==> src/rtl/pcie_rq_pkg.sv <==
// Shared sideband layout, FSM encoding and helpers for the RQ arbiter.
// Included by pcie_rq_arb and its sub-modules via import pcie_rq_pkg::*.
package pcie_rq_pkg;

  localparam int SOP_B  = 15;
  localparam int EOP_B  = 14;
  localparam int ERR_B  = 13;
  localparam int KEEP_L = 8;
  localparam int FBE_L  = 4;
  localparam int LBE_L  = 0;

  typedef enum logic [1:0] {
    ST_IDLE = 2'd0,
    ST_BUSY = 2'd1
  } state_e;

  // Synthetic close-out beat: EOP+ERR, empty keep and byte enables.
  localparam logic [15:0] TMO_EX =
    16'((1 << EOP_B) | (1 << ERR_B)
      | (0 << KEEP_L) | (0 << FBE_L) | (0 << LBE_L));

  function automatic logic [1:0] rr_next(
    input logic [1:0] id,
    input int         n
  );
    if (int'(id) + 1 >= n) return 2'd0;
    return id + 2'd1;
  endfunction

endpackage

==> src/rtl/rr_arbiter.sv <==
// Round-robin pick among up to four requesters.
// Search starts at ptr and wraps modulo N.
module rr_arbiter #(
  parameter int N = 2
) (
  input  logic [N-1:0] req,
  input  logic [1:0]   ptr,
  output logic [N-1:0] gnt,
  output logic [1:0]   idx
);

  logic [3:0] req4;
  logic [2:0] pos;
  logic       hit;

  assign req4 = 4'(req);
  assign gnt  = hit ? (N'(1) << idx) : '0;

  always_comb begin
    idx = '0;
    hit = 1'b0;
    pos = '0;
    for (int k = 0; k < N; k++) begin
      pos = {1'b0, ptr} + 3'(k);
      if (pos >= 3'(N)) pos = pos - 3'(N);
      if (!hit && req4[pos[1:0]]) begin
        hit = 1'b1;
        idx = pos[1:0];
      end
    end
  end

endmodule

==> src/rtl/pcie_rq_arb.sv <==
// Packet-locked round-robin arbiter feeding the PCIe RQ interface FIFO.
// Define PCIE_RQ_ARB_TIMEOUT_EN to close out stalled packets after TIMEOUT_CYC.
module pcie_rq_arb #(
  parameter int DWIDTH      = 256,
  parameter int NREQ        = 2,
  parameter int TIMEOUT_CYC = 1024
) (
  input  logic                   user_clk,
  input  logic                   user_rst_n,
  input  logic [NREQ*DWIDTH-1:0] req_data,
  input  logic [NREQ*16-1:0]     req_data_ex,
  input  logic [NREQ-1:0]        req_valid,
  output logic [NREQ-1:0]        req_ready,
  output logic [DWIDTH-1:0]      rq_oper_data,
  output logic [15:0]            rq_oper_data_ex,
  output logic                   rq_oper_wen,
  input  logic                   rq_oper_ready,
  output logic [15:0]            odbg_info
);
  import pcie_rq_pkg::*;

  if (!(DWIDTH == 256 || DWIDTH == 128) || NREQ < 2
      || NREQ > 4 || TIMEOUT_CYC < 1) begin : g_bad_cfg
    $error("pcie_rq_arb: illegal parameter set");
  end

  logic [DWIDTH-1:0] dat_a [4];
  logic [15:0]       ex_a  [4];
  logic [3:0]        vld4;
  logic [NREQ-1:0]   sop_v;
  logic [NREQ-1:0]   arb_req;
  logic [NREQ-1:0]   arb_gnt;
  logic [1:0]        arb_idx;
  logic [NREQ-1:0]   rdy;

  state_e            state_q, state_d;
  logic [1:0]        rr_ptr_q, rr_ptr_d;
  logic [1:0]        owner_q, owner_d;
  logic [DWIDTH-1:0] data_q, data_d;
  logic [15:0]       ex_q, ex_d;
  logic              wen_q, wen_d;
  logic              perr_q, perr_d;
  logic              tout_flg;
  logic [3:0]        tout_cnt;

  for (genvar i = 0; i < 4; i++) begin : g_slot
    if (i < NREQ) begin : g_on
      assign dat_a[i] = req_data[i*DWIDTH +: DWIDTH];
      assign ex_a[i]  = req_data_ex[i*16 +: 16];
      assign vld4[i]  = req_valid[i];
    end else begin : g_off
      assign dat_a[i] = '0;
      assign ex_a[i]  = '0;
      assign vld4[i]  = 1'b0;
    end
  end

  for (genvar i = 0; i < NREQ; i++) begin : g_sop
    assign sop_v[i] = req_valid[i] & req_data_ex[i*16+SOP_B];
  end

  // Without any SOP candidate, stray mid-packet beats are arbitrated for drop.
  assign arb_req = (|sop_v) ? sop_v : req_valid;

  rr_arbiter #(
    .N (NREQ)
  ) u_rr (
    .req (arb_req),
    .ptr (rr_ptr_q),
    .gnt (arb_gnt),
    .idx (arb_idx)
  );

`ifdef PCIE_RQ_ARB_TIMEOUT_EN
  localparam int TW = $clog2(TIMEOUT_CYC + 1);

  logic [TW-1:0] stall_q, stall_d;
  logic          tflg_q, tflg_d;
  logic [3:0]    tcnt_q, tcnt_d;

  assign tout_flg = tflg_q;
  assign tout_cnt = tcnt_q;
`else
  assign tout_flg = 1'b0;
  assign tout_cnt = 4'd0;
`endif

  always_comb begin
    state_d  = state_q;
    rr_ptr_d = rr_ptr_q;
    owner_d  = owner_q;
    data_d   = data_q;
    ex_d     = ex_q;
    wen_d    = 1'b0;
    perr_d   = perr_q;
    rdy      = '0;
`ifdef PCIE_RQ_ARB_TIMEOUT_EN
    stall_d  = stall_q;
    tflg_d   = tflg_q;
    tcnt_d   = tcnt_q;
`endif
    unique case (1'b1)
      state_q == ST_IDLE: begin
`ifdef PCIE_RQ_ARB_TIMEOUT_EN
        stall_d = '0;
`endif
        if (rq_oper_ready && (|arb_req)) begin
          rdy = arb_gnt;
          if (ex_a[arb_idx][SOP_B]) begin
            data_d  = dat_a[arb_idx];
            ex_d    = ex_a[arb_idx];
            wen_d   = 1'b1;
            owner_d = arb_idx;
            if (ex_a[arb_idx][EOP_B]) begin
              rr_ptr_d = rr_next(arb_idx, NREQ);
            end else begin
              state_d = ST_BUSY;
            end
          end else begin
            perr_d = 1'b1;
          end
        end
      end
      state_q == ST_BUSY: begin
        if (rq_oper_ready && vld4[owner_q]) begin
          rdy    = NREQ'(1) << owner_q;
          data_d = dat_a[owner_q];
          ex_d   = ex_a[owner_q];
          wen_d  = 1'b1;
`ifdef PCIE_RQ_ARB_TIMEOUT_EN
          stall_d = '0;
`endif
          if (ex_a[owner_q][SOP_B]) begin
            ex_d[ERR_B] = 1'b1;
            perr_d      = 1'b1;
          end
          if (ex_a[owner_q][EOP_B]) begin
            state_d  = ST_IDLE;
            rr_ptr_d = rr_next(owner_q, NREQ);
          end
        end
`ifdef PCIE_RQ_ARB_TIMEOUT_EN
        else if (!vld4[owner_q]) begin
          if (stall_q >= TW'(TIMEOUT_CYC - 1)) begin
            if (rq_oper_ready) begin
              data_d   = '0;
              ex_d     = TMO_EX;
              wen_d    = 1'b1;
              tflg_d   = 1'b1;
              tcnt_d   = (tcnt_q == 4'hF) ? tcnt_q : tcnt_q + 4'd1;
              rr_ptr_d = rr_next(owner_q, NREQ);
              state_d  = ST_IDLE;
              stall_d  = '0;
            end
          end else begin
            stall_d = stall_q + TW'(1);
          end
        end
`endif
      end
      default: state_d = ST_IDLE;
    endcase
  end

  always_ff @(posedge user_clk) begin
    if (!user_rst_n) begin
      state_q  <= ST_IDLE;
      rr_ptr_q <= '0;
      owner_q  <= '0;
      data_q   <= '0;
      ex_q     <= '0;
      wen_q    <= 1'b0;
      perr_q   <= 1'b0;
`ifdef PCIE_RQ_ARB_TIMEOUT_EN
      stall_q  <= '0;
      tflg_q   <= 1'b0;
      tcnt_q   <= '0;
`endif
    end else begin
      state_q  <= state_d;
      rr_ptr_q <= rr_ptr_d;
      owner_q  <= owner_d;
      data_q   <= data_d;
      ex_q     <= ex_d;
      wen_q    <= wen_d;
      perr_q   <= perr_d;
`ifdef PCIE_RQ_ARB_TIMEOUT_EN
      stall_q  <= stall_d;
      tflg_q   <= tflg_d;
      tcnt_q   <= tcnt_d;
`endif
    end
  end

  assign req_ready       = user_rst_n ? rdy : '0;
  assign rq_oper_data    = data_q;
  assign rq_oper_data_ex = ex_q;
  assign rq_oper_wen     = wen_q;

  assign odbg_info = {state_q, owner_q, rr_ptr_q, perr_q,
                      tout_flg, 3'b000, tout_cnt, rq_oper_ready};

endmodule

==> config.mk <==
export PLATFORM = sky130hd
export DESIGN_NAME = pcie_rq_arb
export DESIGN_NICKNAME = d
export VERILOG_FILES = /design/src/rtl/pcie_rq_pkg.sv /design/src/rtl/rr_arbiter.sv /design/src/rtl/pcie_rq_arb.sv
export SDC_FILE = /design/constraint.sdc
export NUM_CORES = 1
export LEC_CHECK = 0
export ABC_CLOCK_PERIOD_IN_PS = 2400
export BUFFER_PORTS_ARGS = -buffer_cell sky130_fd_sc_hd__clkbuf_2
export CORE_AREA = 2 2 323 325
export DETAILED_ROUTE_END_ITERATION = 10
export DIE_AREA = 0 0 325 327
export SLEW_MARGIN = 40
export SYNTH_ARGS = -nofsm -noshare
export SYNTH_HDL_FRONTEND = slang
export SYNTH_SLANG_ARGS = --single-unit
==> constraint.sdc <==
create_clock -name user_clk -period 2.4 [get_ports user_clk]
set_input_delay 0.36 -clock user_clk [delete_from_list [all_inputs] [get_ports user_clk]]
set_output_delay 0.36 -clock user_clk [all_outputs]
set_load 0.05 [all_outputs]
# Yosys cells after proc, flatten, opt, wreduce, memory -nomap -nowiden
# Index checks and enable logic that the tools add are counted.
[totals]
register_bits = 280
input_bits = 549
output_inout_bits = 291
[classes]
addsub = 7
magnitude_cmp = 9
eq_ne = 9
n_shift = 2
mux = 73
bitwise = 4
n_reduce_logical = 13
[ops]
columns = ["op", "n"]
rows = [
  ["2-to-1 mux 256 bit", 7],
  ["binary-select mux 256 bit (select 2 bit)", 2],
  ["one-hot mux 256 bit (2 select lines)", 1],
  ["2-to-1 mux 16 bit", 7],
  ["binary-select mux 16 bit (select 2 bit)", 2],
  ["2-to-1 mux 2 bit", 23],
  ["one-hot mux 16 bit (2 select lines)", 1],
  ["2-to-1 mux 1 bit", 22],
  ["!= test 2 x 1 -> 1 bit (second input constant)", 6],
  ["one-hot mux 2 bit (2 select lines)", 3],
  ["AND reduction 5 bit", 2],
  ["adder 2 x 1 -> 3 bit (second input constant)", 3],
  ["greater-or-equal comparator 3 x 2 -> 1 bit (second input constant)", 3],
  ["< comparator 2 x 3 -> 1 bit (second input constant)", 3],
  ["binary-select mux 1 bit (select 2 bit)", 3],
  ["greater-or-equal comparator 3 bit (second input constant)", 2],
  ["NOT 2 -> 3 bit", 2],
  ["AND reduction 6 bit", 1],
  ["adder 2 x 1 -> 2 bit (second input constant)", 2],
  ["!= test 2 bit (second input constant)", 2],
  ["one-hot mux 1 bit (2 select lines)", 2],
  ["AND reduction 4 bit", 1],
  ["OR reduction 2 bit", 2],
  ["left shift 1 x 2 -> 2 bit (first input constant)", 2],
  ["9 further kinds", 13],
]

# Depth between registers and ports, before layout
[depth]
depth_word = 22
ltp_mapped = 8

# Hierarchy
# Synthesis repeated with hierarchy kept, for this count alone.
[unflattened]
cells_unflattened = 1023
hier_area_um2 = 11233.3
[modules_own_cells]
columns = ["module", "instances", "cells_per_inst", "area_each_um2", "seq_area_each_um2"]
rows = [
  ["pcie_rq_arb", 1, 1016, 11188.2, 5585.4],
  ["rr_arbiter", 1, 7, 45.0, 0.0],
]

# Worst setup path before layout
# OpenSTA, ideal clock, no wires.
[synth_timing]
kind = "register -> output"
from = "reg state_q[0]"
to = "out req_ready[0]"
arrival_time_ps = 2183
slack_ps = -143
path_stages_with_launch = 8
path_buffers = 4
path_cell_list = "dfxtp_1 buf_2 buf_2 buf_2 buf_2 nor3_1 a22oi_1 nor2_1"
[synth_via]
elab_chain_cells = 3
[synth_rtl]
columns = ["item", "line_no", "rtl"]
rows = [
  ["start, declared", "pcie_rq_arb.sv:36", "state_e state_q, state_d;"],
  ["start signal, assigned", "pcie_rq_arb.sv:180", "state_q <= state_d;"],
  ["== test 2 x 1 -> 1 bit or zero test 2 bit (tied branches)", "pcie_rq_arb.sv:124, pcie_rq_arb.sv:103", ""],
  ["one-hot mux 2 bit (2 select lines) (*)", "pcie_rq_arb.sv:102", "unique case (1'b1)"],
  ["2-to-1 mux 2 bit (*)", "pcie_rq_arb.sv:195", "assign req_ready = user_rst_n ? rdy : '0;"],
  ["end, declared", "pcie_rq_arb.sv:13", "output logic [NREQ-1:0] req_ready,"],
]
# Mark *: on every way between the ends. The rest lies on a longest branch, timed or not.

# Worst setup path in the final report
[layout_timing]
from = "reg state_q[0]"
to = "out odbg_info[14]"
[layout_lines]
columns = ["item", "line_no", "rtl"]
rows = [
  ["end, declared", "pcie_rq_arb.sv:18", "output logic [15:0] odbg_info"],
]
# No word-level cell between the ends.

==> results.md <==
- Final instance area: 25200 µm²
- Nets: between 3000 and 4000
- Maxcap violations: 0
- Congestion Overflow GR: 0
- Area leader, netlist: dfxtp_1
- Vias: 18600
- Synth Flop Type: dfxtp_1
- Layout area overhead: 40.6%
- Ports: 840
- Sequential cell area: approximately 5600 µm²
- Cell Count, Final, Fillers Out: 4096
- Clock sink count: roughly 280
- Register area share after synthesis: 31.1%
- Die Wd: around 330 µm
- Hold path depth: 2
- CP Max Fanout: between 100 and 150
- Antenna violations before repair: 9
- Tcrit/Tclk final: 96.7%
- PD cells: 612 nW/µm²
- Worst hold-check path type: primary input to flop
- Clock root cell: clkbuf_16
- Fmax: 431 MHz
- Crit start category: flop
- Final GP Congestion: 0.883
- Cells after Synth: 1920
- Die Y: 327 µm
- Final hold vios: 0
- Total power: 15.4 mW
- Vias in the first global route: 17900
- Leakage: 11.9 nW
- Largest net degree at the start of global routing: around 130
- Ys async rst share: 0%
- Share of layout cells above drive strength 1: 47.3%
- Multi-input logic area: 11300 µm²
- Hold buffers post-CTS: 0
- Worst-margin pin slew: 0.799 ns
- Post-synth cell types: 37
- Post-route antenna net violation count: 0
- Hold-critical path endpoint: owner_q[0]$_SDFFE_PN0P_
- Vias per inst: 4.54
- Worst VDD drop: about 0.42 mV
- CTS H-tree lvls: 2
- DRT Pass-1 Iters: 5
- Critical Path AT: a little under 2 ns
- Required time worst endpoint: roughly 2.0 ns
- Yosys warnings: 0
- Cell Rows: 118
- Min Hold Slack: between 0.06 and 0.07 ns
- Skew final: 0.0156 ns
- Clk slew on worst S/H paths: 0.06 ns
- Max Slew Vio Count: 0
- Initial DRC Count: 831
- Starting Density: 17.4%
- DRT Wirelength: 74200 µm
- Full die area: between 100000 and 150000 µm²
- Synthesized cell area: 17900 µm²
- CTS tree: built
- WL/cell: 18.1 µm
- Overall routing resource usage: between 10% and 20%
- Global-route wire length before repair: around 110000 µm
- #FFs+latches synth: approximately 280
- Area fraction of the dominant cell type after synthesis: a little under a third
- Port Buffers: 830
- Crit path time final: about 2.3 ns
- Worst R2R Path Depth: 9
- DRC violations left: 0
- Placed cell count: ~4000
- Post-DP Area: roughly 24000 µm²
- Post-synth EDFFs: 0
- Crit end category: primary output
- Hpwl dp: 55700 µm
- RSZ-0062 raised after global routing: false
- Setup tns final: 0 ns
- Finish-stage setup viols: 0
- CORE AREA: 103000 µm²
- Crit Path Category: flop to primary output
- Min-delay src: user_rst_n
- CTS buffer count: 37
- FF-to-FF End: rq_oper_data[200]$_SDFFE_PN0P_
- Clk_lat worst skew: 0.55 ns
- Synth area leaders: dfxtp_1, mux2_2, mux2i_1, a22o_1, nand3_1
- R2R Setup Slk: 0.13 ns
- Outcome: finished, final reports clean
- Fillers: 11300
- Slew margin rel.: 46.8%
- Average cell area after synthesis: 9.34 µm²
- RR Startpoint: rr_ptr_q[0]$_SDFFE_PN0P_
- Clk buf depth: 3
[timing repair]
action	in CTS	in global routing
pin swaps	1	2
gates cloned	1	0
endpoints found under the setup margin	2	2
setup buffers	3	3
gates resized for setup	5	6
[Yosys cell counts, types with 2 or more instances]
cell type / instances
nand2_1: 5
conb_1: 2
inv_2: 2
inv_1: 3
a21oi_1: 5
a22o_1: 271
o21ai_1: 260
and2_1: 2
mux2i_1: 273
nor2_1: 11
dfxtp_1: 279
nor3_1: 4
ha_1: 6
mux2_2: 270
clkbuf_1: 103
nand3b_1: 2
o21ai_0: 12
nand3_1: 270
buf_4: 43
a22oi_1: 5
buf_1: 25
buf_2: 50
nor2b_1: 2
a311oi_1: 2
[final cells by class]
| type | instances | area share [%] |
|---|---|---|
| antenna | 8 | 0.0794 |
| clock buffer | 52 | 4.21 |
| clock inverter | 9 | 0.308 |
| inverter | 5 | 0.104 |
| multi-input combinational | 1424 | 45.0 |
| sequential | 279 | 22.2 |
| tap | 1380 | 6.85 |
| timing repair buffer | 939 | 21.3 |
[per-layer routing]
metal	wire length, µm	track usage (%)	vias up
met2	34800	21.4	744
met4	3060	6.16	2
met5	13	0	-
met1	30300	15.7	8857
met3	6030	3.78	141
li1	-	-	8854
[power breakdown]
group / total, mW / switching [mW] / internal, mW / leakage, nW
Combinational: 4.80 / 2.99 / 1.81 / 9.02
Sequential: 5.19 / 0.215 / 4.98 / 2.28
Clock: 5.45 / 2.27 / 3.17 / 0.568
[cell families after synthesis]
| kind of cell | count (synthesis) | synth area share, % |
|---|---|---|
| muxes | 544 | 32.3 |
| and+or+nand+nor | 299 | 8.31 |
| adders and majority gates | 6 | 0.418 |
| buffers and inverters | 227 | 6.04 |
| other | 2 | 0.0419 |
| DFF | 279 | 31.1 |
| AOI/OAI and AO/OA | 563 | 21.8 |
[critical path, cell delays in order, from the launching register on]
cell and delay (ns):
dfxtp_4 0.42, buf_12 0.28, clkbuf_2 0.40
[placed cells by master, fill, tap and decap left out, drive strengths merged, types with 4 or more instances in the layout]
cell type / Yosys / layout
a22o: 271 / 271
conb: 2 / 12
buf: 119 / 109
clkbuf: 103 / 881
ha: 6 / 6
nor2: 12 / 12
nor3: 4 / 4
inv: 5 / 5
a22oi: 5 / 5
nand2: 5 / 5
clkinv: 0 / 8
nand3: 270 / 270
dfxtp: 279 / 279
mux2i: 274 / 274
mux2: 270 / 270
o21ai: 272 / 272
diode: 0 / 8
a21oi: 5 / 5
[how the worst max path moves through the flow]
stage,startpoint,to,cells past startpoint
2_1_floorplan,owner_q[0]$_SDFFE_PN0P_,req_ready[0],7
3_3_place_gp,req_data_ex[31],rq_oper_data[246]$_SDFFE_PN0P_,8
3_5_place_dp,req_data_ex[31],rq_oper_data[193]$_SDFFE_PN0P_,8
4_1_cts,owner_q[0]$_SDFFE_PN0P_,req_ready[0],6
5_1_grt,rr_ptr_q[0]$_SDFFE_PN0P_,req_ready[1],6
6_report,state_q[0]$_SDFFE_PN0P_,odbg_info[14],2
[registers in the layout (all words and copies together), names as in the netlist]
signal / flops
rq_oper_data: 256
rq_oper_data_ex: 16
owner_q: 2
rr_ptr_q: 2
state_q: 1
rq_oper_wen: 1
perr_q: 1
[per-stage QoR]
stage,util [%],setup slack [ns]
after global placement,23.3,0.117
after CTS,24.4,0.00396
final,24.5,0.0793
after floorplan,-,-0.0137
after detailed placement,23.3,0.0845
after global routing,24.5,0.00747
Power figures use the tool's default switching activity.
